<file path="config.mk">
export PLATFORM = sky130hd
export DESIGN_NAME = pipelined_adder_acc_flat
export DESIGN_NICKNAME = d
export VERILOG_FILES = /design/src/rtl/pipelined_adder_acc_if.sv /design/src/rtl/pipelined_adder_acc.sv /design/src/flat_wrapper.sv
export SDC_FILE = /design/constraint.sdc
export NUM_CORES = 1
export LEC_CHECK = 0
export ABC_AREA = 1
export CORE_MARGIN = 2
export CORE_UTILIZATION = 25
export CTS_BUF_LIST = sky130_fd_sc_hd__clkbuf_16
export DETAILED_ROUTE_END_ITERATION = 12
export PLACE_DENSITY = 0.44
export SLEW_MARGIN = 10
export SYNTH_ARGS = -nofsm -noshare
export SYNTH_HDL_FRONTEND = slang
export SYNTH_SLANG_ARGS = --single-unit
export TNS_END_PERCENT = 20
</file>
<file path="constraint.sdc">
create_clock -name clk -period 1.8 [get_ports clk]
set_clock_uncertainty 0.2 [all_clocks]
set_input_delay 0.18 -clock clk [delete_from_list [all_inputs] [get_ports clk]]
set_output_delay 0.18 -clock clk [all_outputs]
set_load 0.005 [all_outputs]
</file>
<file path="src/rtl/pipelined_adder_acc_if.sv">
// pipelined_adder_acc_if
//   Handshake and data bundle for pipelined_adder_acc.
//   master : the block driving operands (clk_en, in_valid, mode, a, b, cin,
//            acc_clr) and observing in_ready and the result
//            (sum, carry, overflow, out_valid).
//   slave  : the adder itself.
interface pipelined_adder_acc_if #(
  parameter int WIDTH = 8
);
  logic             clk_en;
  logic             in_valid;
  logic             in_ready;
  logic             mode;
  logic [WIDTH-1:0] a;
  logic [WIDTH-1:0] b;
  logic             cin;
  logic             acc_clr;
  logic [WIDTH-1:0] sum;
  logic             carry;
  logic             overflow;
  logic             out_valid;

  modport master (
    output clk_en, in_valid, mode, a, b, cin, acc_clr,
    input  in_ready, sum, carry, overflow, out_valid
  );

  modport slave (
    input  clk_en, in_valid, mode, a, b, cin, acc_clr,
    output in_ready, sum, carry, overflow, out_valid
  );
endinterface

</file>
<file path="src/rtl/pipelined_adder_acc.sv">
// pipelined_adder_acc
//   WIDTH-bit adder split into STAGES carry-pipelined chunks of CH bits.
//   Stage 0 registers the operands; each following stage adds one chunk and
//   forwards the carry, the finished low bits and the untouched high bits.
//   The last stage drives the registered result. Mode=1 adds the internal
//   accumulator instead of b; while such an op is in flight in_ready is low.
//   Ports:
//     clk   : rising-edge clock
//     rst_n : asynchronous active-low reset
//     bus   : pipelined_adder_acc_if.slave (handshake, operands, result)
module pipelined_adder_acc #(
  parameter int WIDTH  = 8,
  parameter int STAGES = 2
) (
  input  logic                   clk,
  input  logic                   rst_n,
  pipelined_adder_acc_if.slave   bus
);

  localparam int CH   = WIDTH / STAGES;
  localparam int LAST = STAGES - 1;

  if ((WIDTH < 2) || ((WIDTH % STAGES) != 0)) begin : g_bad_params
    $error("pipelined_adder_acc: WIDTH must be >= 2 and a multiple of STAGES");
  end

  // Pipeline slot k holds an op whose chunks 0..k-1 are already summed;
  // the summed bits overwrite the a field in place.
  logic [WIDTH-1:0] st_a_r [STAGES];
  logic [WIDTH-1:0] st_b_r [STAGES];
  logic             st_c_r [STAGES];
  logic             st_m_r [STAGES];
  logic             st_v_r [STAGES];

  logic [CH:0]      csum_s [STAGES];
  logic [WIDTH-1:0] nx_a_s [STAGES];

  logic             acc_busy_r;
  logic [WIDTH-1:0] acc_r;
  logic [WIDTH-1:0] sum_r;
  logic             carry_r;
  logic             overflow_r;
  logic             out_valid_r;

  logic             in_ready_s;
  logic             accept_s;
  logic [WIDTH-1:0] op2_s;
  logic             msb_cin_s;
  logic             exit_acc_s;

  // Chunk-wide add with carry-in; carry-out lands in the top bit.
  function automatic logic [CH:0] chunk_add(input logic [CH-1:0] x,
                                            input logic [CH-1:0] y,
                                            input logic          c);
    return {1'b0, x} + {1'b0, y} + {{CH{1'b0}}, c};
  endfunction

  assign in_ready_s = bus.clk_en & ~acc_busy_r;
  assign accept_s   = bus.in_valid & in_ready_s;
  assign exit_acc_s = st_v_r[LAST] & st_m_r[LAST];

  // Second operand: b, or the accumulator (zero when cleared in the same cycle).
  always_comb begin
    op2_s = bus.b;
    if (bus.mode) begin
      if (bus.acc_clr) begin
        op2_s = {WIDTH{1'b0}};
      end else begin
        op2_s = acc_r;
      end
    end else begin
      op2_s = bus.b;
    end
  end

  // Per-slot chunk addition; slot k works on chunk k.
  always_comb begin
    for (int k = 0; k < STAGES; k++) begin
      csum_s[k] = chunk_add(st_a_r[k][k*CH +: CH], st_b_r[k][k*CH +: CH], st_c_r[k]);
      nx_a_s[k] = st_a_r[k];
      nx_a_s[k][k*CH +: CH] = csum_s[k][CH-1:0];
    end
  end

  // The carry into the MSB is recovered from the MSB's operand and sum bits.
  assign msb_cin_s = st_a_r[LAST][WIDTH-1] ^ st_b_r[LAST][WIDTH-1] ^ nx_a_s[LAST][WIDTH-1];

  // Pipeline slots: slot 0 captures operands, later slots take the previous slot's partial sum.
  always_ff @(posedge clk or negedge rst_n) begin
    if (!rst_n) begin
      for (int k = 0; k < STAGES; k++) begin
        st_a_r[k] <= {WIDTH{1'b0}};
        st_b_r[k] <= {WIDTH{1'b0}};
        st_c_r[k] <= 1'b0;
        st_m_r[k] <= 1'b0;
        st_v_r[k] <= 1'b0;
      end
    end else if (bus.clk_en) begin
      st_a_r[0] <= bus.a;
      st_b_r[0] <= op2_s;
      st_c_r[0] <= bus.cin;
      st_m_r[0] <= bus.mode;
      st_v_r[0] <= accept_s;
      for (int k = 1; k < STAGES; k++) begin
        st_a_r[k] <= nx_a_s[k-1];
        st_b_r[k] <= st_b_r[k-1];
        st_c_r[k] <= csum_s[k-1][CH];
        st_m_r[k] <= st_m_r[k-1];
        st_v_r[k] <= st_v_r[k-1];
      end
    end
  end

  // Output register: result updates only for valid slots, so sum holds across bubbles.
  always_ff @(posedge clk or negedge rst_n) begin
    if (!rst_n) begin
      sum_r       <= {WIDTH{1'b0}};
      carry_r     <= 1'b0;
      overflow_r  <= 1'b0;
      out_valid_r <= 1'b0;
    end else if (bus.clk_en) begin
      out_valid_r <= st_v_r[LAST];
      if (st_v_r[LAST]) begin
        sum_r      <= nx_a_s[LAST];
        carry_r    <= csum_s[LAST][CH];
        overflow_r <= msb_cin_s ^ csum_s[LAST][CH];
      end
    end
  end

  // Accumulator: clear wins over the update from an exiting accumulate op.
  always_ff @(posedge clk or negedge rst_n) begin
    if (!rst_n) begin
      acc_r <= {WIDTH{1'b0}};
    end else if (bus.clk_en) begin
      if (bus.acc_clr) begin
        acc_r <= {WIDTH{1'b0}};
      end else if (exit_acc_s) begin
        acc_r <= nx_a_s[LAST];
      end
    end
  end

  // Interlock: at most one accumulate op in flight, since it reads acc at entry.
  always_ff @(posedge clk or negedge rst_n) begin
    if (!rst_n) begin
      acc_busy_r <= 1'b0;
    end else if (bus.clk_en) begin
      if (accept_s && bus.mode) begin
        acc_busy_r <= 1'b1;
      end else if (exit_acc_s) begin
        acc_busy_r <= 1'b0;
      end
    end
  end

  assign bus.in_ready  = in_ready_s;
  assign bus.sum       = sum_r;
  assign bus.carry     = carry_r;
  assign bus.overflow  = overflow_r;
  assign bus.out_valid = out_valid_r;

endmodule

</file>
<file path="src/flat_wrapper.sv">
// flat-port wrapper written by rule: the top's interface ports become plain ports
module pipelined_adder_acc_flat 
#(
  parameter int WIDTH  = 8,
  parameter int STAGES = 2
)
  (clk, rst_n, bus_clk_en, bus_in_valid, bus_mode, bus_a, bus_b, bus_cin, bus_acc_clr, bus_in_ready, bus_sum, bus_carry, bus_overflow, bus_out_valid);
  pipelined_adder_acc_if #(.WIDTH(WIDTH)) bus_i ();
  input  logic clk;
  input  logic rst_n;
  input wire logic [$bits(bus_i.clk_en)-1:0] bus_clk_en;
  input wire logic [$bits(bus_i.in_valid)-1:0] bus_in_valid;
  input wire logic [$bits(bus_i.mode)-1:0] bus_mode;
  input wire logic [$bits(bus_i.a)-1:0] bus_a;
  input wire logic [$bits(bus_i.b)-1:0] bus_b;
  input wire logic [$bits(bus_i.cin)-1:0] bus_cin;
  input wire logic [$bits(bus_i.acc_clr)-1:0] bus_acc_clr;
  output wire logic [$bits(bus_i.in_ready)-1:0] bus_in_ready;
  output wire logic [$bits(bus_i.sum)-1:0] bus_sum;
  output wire logic [$bits(bus_i.carry)-1:0] bus_carry;
  output wire logic [$bits(bus_i.overflow)-1:0] bus_overflow;
  output wire logic [$bits(bus_i.out_valid)-1:0] bus_out_valid;
  assign bus_i.clk_en = bus_clk_en;
  assign bus_i.in_valid = bus_in_valid;
  assign bus_i.mode = bus_mode;
  assign bus_i.a = bus_a;
  assign bus_i.b = bus_b;
  assign bus_i.cin = bus_cin;
  assign bus_i.acc_clr = bus_acc_clr;
  assign bus_in_ready = bus_i.in_ready;
  assign bus_sum = bus_i.sum;
  assign bus_carry = bus_i.carry;
  assign bus_overflow = bus_i.overflow;
  assign bus_out_valid = bus_i.out_valid;
  pipelined_adder_acc #(.WIDTH(WIDTH), .STAGES(STAGES)) u_core (.clk(clk), .rst_n(rst_n), .bus(bus_i));
endmodule
</file>
==> results.json <==
{
  "run_status": "complete, but fails checks",
  "violations": "setup timing",
  "report.final.slew_viol_count": 0,
  "power.density_nw_per_um2": 1112,
  "floorplan.core_area_sq_um": 9684,
  "gr-max-usage-layer": "met2",
  "critical_path.slowest_cell": "sky130_fd_sc_hd__fa_2",
  "max_cap_violations": 0,
  "dominantRegCellSynth": "sky130_fd_sc_hd__dfrtp_1",
  "grt_first_pass_wirelength_mm": 8.894,
  "gr-total-overflow": 0,
  "timing_worst_setup_path_type": "reg -> reg",
  "net-switching-power_mw": 0.9848,
  "yosysTopAreaCell": "sky130_fd_sc_hd__dfrtp_1",
  "cp_num_buf_inv": 1,
  "fp.dieW_um": 103.3,
  "cts_tree": "yes",
  "met3_track_usage_gr_pct": 2.487,
  "cts.root.buffer_cell": "sky130_fd_sc_hd__clkbuf_16",
  "yosys.area.top_type_share_pct": 54.77,
  "drt_pre_antenna_iters": 4,
  "layout.filler_cells": 1015,
  "yosys_warnings": 0,
  "die_h_um": 103.3,
  "timing.final.hold_violations": 0,
  "finalCriticalPeriod_ns": 1.890,
  "routed_wl_mm": 5.374,
  "tritoncts.num_buffers": 5,
  "buffer_ports.inserted": 34,
  "power.share.combinational_pct": 25.5,
  "initial_utilization_pct": 25.48,
  "fin_ws_ns": -0.09023,
  "antenna_cells_inserted": 0,
  "layout.area.seq_sq_um": 1351,
  "post-place-cells": 435,
  "timing_worst_slew_pin_value_ns": 0.2935,
  "path_max_fanout": 3,
  "clockPowerShare_pct": 30.2,
  "yosys.cell_types.count": 25,
  "synth.ff_latch_count": 54,
  "drive_above_1_share_pct": 12.54,
  "place.detailed.hpwl_mm": 3.857,
  "drt_iter0_drc": 73,
  "slew_headroom_pct": 80.43,
  "wl_per_cell_um": 12.10,
  "final.period_utilization_pct": 105.0,
  "first_global_vias": 1757,
  "seq_power_share_pct": 44.4,
  "routabilityCongestion": 0.7159,
  "synth.cells.most_frequent": "sky130_fd_sc_hd__nand2_1 (86), sky130_fd_sc_hd__dfrtp_1 (54), sky130_fd_sc_hd__inv_1 (31)",
  "clkSlewWorstSetupHoldPaths_ns": 0.07,
  "final_cell_count_no_fill": 444,
  "crit_family": "adder cells",
  "path_cells": "fa_2 > fa_2 > nand3_2 > inv_2 > nor2_2 > nand2_1 > nand3_1 > nand2_1",
  "worstPathArrival_ns": 1.87,
  "sw_frac_of_total_pct": 27.71,
  "synth.cell_area_sq_um": 2467,
  "fmax_ghz": 0.5290,
  "drc_errors": 0,
  "via_count": 1816,
  "synthMostInstantiatedCell": "sky130_fd_sc_hd__nand2_1",
  "min_path_type": "in -> async",
  "synth_nets": 300,
  "number_of_enable_flip_flop_cells_after_synthesis": 0,
  "cp-end-kind": "flip-flop",
  "numClockSinks": 54,
  "global_route.usage.met1_pct": 15.71,
  "grt_usage_pct": 11.02,
  "rsz0062_at_grt": "true",
  "grt_max_degree": 55,
  "cts_htree_levels": 2,
  "worstSetupStartpointType": "flip-flop",
  "cpPeakStageDelay_ns": 0.43,
  "preCtsSetupSlack_ns": -0.1283,
  "peakVddDrop_mv": 0.3653,
  "grt_antenna_before_repair": 0,
  "syn_avg_cell_area_sq_um": 9.241,
  "detailed_place.area_sq_um": 3012,
  "synthArstFlopShare_pct": 100.0,
  "pint_mw": 2.569,
  "rows": 36,
  "ioPinCount": 35,
  "post_synthesis_sequential_area_ratio_pct": 54.77,
  "route.antenna.remaining_nets": 0,
  "drt-vias-per-instance": 4.090,
  "multi_input_comb_area_sq_um": 932.1,
  "lkg_pwr_nw": 1.522,
  "cp.required_ns": 1.78,
  "synthCells": 267,
  "setup_viol": 5,
  "synth.area.top_cells": "sky130_fd_sc_hd__dfrtp_1 (55%), sky130_fd_sc_hd__nand2_1 (13%), sky130_fd_sc_hd__inv_1 (4.7%), sky130_fd_sc_hd__fa_1 (3.2%), sky130_fd_sc_hd__ha_1 (3.0%)",
  "layout.cell_area.non_filler_sq_um": 3197,
  "area_growth_pct": 29.56,
  "fin_worst_hold_slack_ns": 0.2211,
  "clock_path_buffers": 2,
  "met2_usage_pct": 16.72,
  "num-nets-final": 344,
  "clock_latency_ns": 0.29,
  "fp.dieArea_sq_um": 10680
}
==> tightest hold or removal path, stage by stage <==
cell and delay (ns):
sky130_fd_sc_hd__dlygate4sd3_1 0.51, sky130_fd_sc_hd__buf_2 0.13, sky130_fd_sc_hd__buf_12 0.28
==> per-layer routing <==
layer / vias to the layer above / routed length [um]
met5: - / 0
met4: 0 / 76
met3: 6 / 228
met2: 33 / 2367
met1: 838 / 2701
li1: 939 / -
==> kinds of logic (layout without fill, tap and decap cells) <==
kind of cell / after synthesis / after routing / share of synthesized area (%)
AND/OR/NAND/NOR: 110 / 110 / 18.51
flip-flops: 54 / 54 / 54.77
AO/OA/AOI/OAI: 49 / 49 / 12.02
buffers and inverters: 43 / 87 / 8.062
adder cells (fa/ha/maj): 10 / 10 / 6.288
XOR/XNOR: 1 / 1 / 0.3550
==> final timing paths <==
check / start / endpoint / slack [ns] / cells after the start
min: rst_n / u_core.bus.sum[2] / 0.22 / 3
max: u_core.st_c_r[0] / u_core.bus.overflow / -0.09 / 8
min in group clk: bus_a[4] / u_core.nx_a_s[12] / 0.23 / 3
max reg2reg: u_core.st_c_r[0] / u_core.bus.overflow / -0.09 / 8
min reg2reg: u_core.st_m_r[1] / u_core.st_m_r[0] / 0.28 / 2
max in group asynchronous: rst_n / u_core.st_a_r[10] / 0.94 / 3
==> stage by stage <==
step | setup TNS (ns) | power [mW] | utilization [%]
detailed placement | -0.3412 | 2.512 | 31.10
finish | -0.2085 | 3.554 | 33.01
floorplan | -0.02700 | 2.065 | -
CTS | -0.2300 | 3.607 | 32.96
global route | -0.5802 | 3.796 | 33.01
global placement | -0.1768 | 2.498 | 31.10
==> cell usage in the layout (no fill, tap or decap), types with 2 or more instances in the layout <==
cell type,Yosys,layout
sky130_fd_sc_hd__ha_1,6,6
sky130_fd_sc_hd__inv_1,31,29
sky130_fd_sc_hd__o21ai_0,14,13
sky130_fd_sc_hd__o21ai_2,7,7
sky130_fd_sc_hd__dfrtp_1,54,54
sky130_fd_sc_hd__nand3b_1,2,2
sky130_fd_sc_hd__nand2_1,86,86
sky130_fd_sc_hd__a21oi_1,13,13
sky130_fd_sc_hd__a22oi_1,5,5
sky130_fd_sc_hd__o22ai_1,8,8
sky130_fd_sc_hd__buf_4,1,10
sky130_fd_sc_hd__o21ai_1,1,2
sky130_fd_sc_hd__nand3_1,8,7
sky130_fd_sc_hd__nor2_1,10,9
sky130_fd_sc_hd__clkbuf_16,0,5
sky130_fd_sc_hd__clkdlybuf4s50_1,0,32
sky130_fd_sc_hd__fa_2,0,3
sky130_fd_sc_hd__buf_12,0,2
sky130_fd_sc_hd__inv_2,0,2
sky130_fd_sc_hd__inv_4,2,2
sky130_fd_sc_hd__nor2_2,1,2
==> flip-flops by register name, summed over array words and instances (netlist names) <==
name and cells:
u_core.acc_busy_r 1, u_core.acc_r 8, u_core.st_v_r 2, u_core.st_a_r 8, u_core.bus.overflow 1, u_core.nx_a_s 8, u_core.bus.sum 8, u_core.bus.out_valid 1
u_core.st_c_r 2, u_core.st_b_r 12, u_core.st_m_r 2, u_core.bus.carry 1
==> what timing repair did <==
action / CTS / global route
buffers inserted: 1 / 0
endpoints found under the hold margin: 54 / 0
setup endpoints to repair: 8 / 7
hold buffers: 1 / 0
pin swaps: 2 / 2
resized for setup: 4 / 3
==> layout make-up <==
cell class,instances,share of cell area (%)
well taps,133,5.205
repair buffers,47,14.36
inverters,33,4.031
flip-flops and latches,54,42.27
clock inverters,2,1.057
multi-input cells,170,29.16
clock buffers,5,3.914
==> power by group through the flow <==
stage	clock, mW	sequential (mW)	combinational, mW
after detailed placement	0	1.60	0.908
after global placement	0	1.60	0.896
after floorplan	0	1.59	0.474
after global routing	1.15	1.61	1.03
after CTS	1.10	1.58	0.924
final	1.07	1.58	0.905
Power figures use the tool's default switching activity.
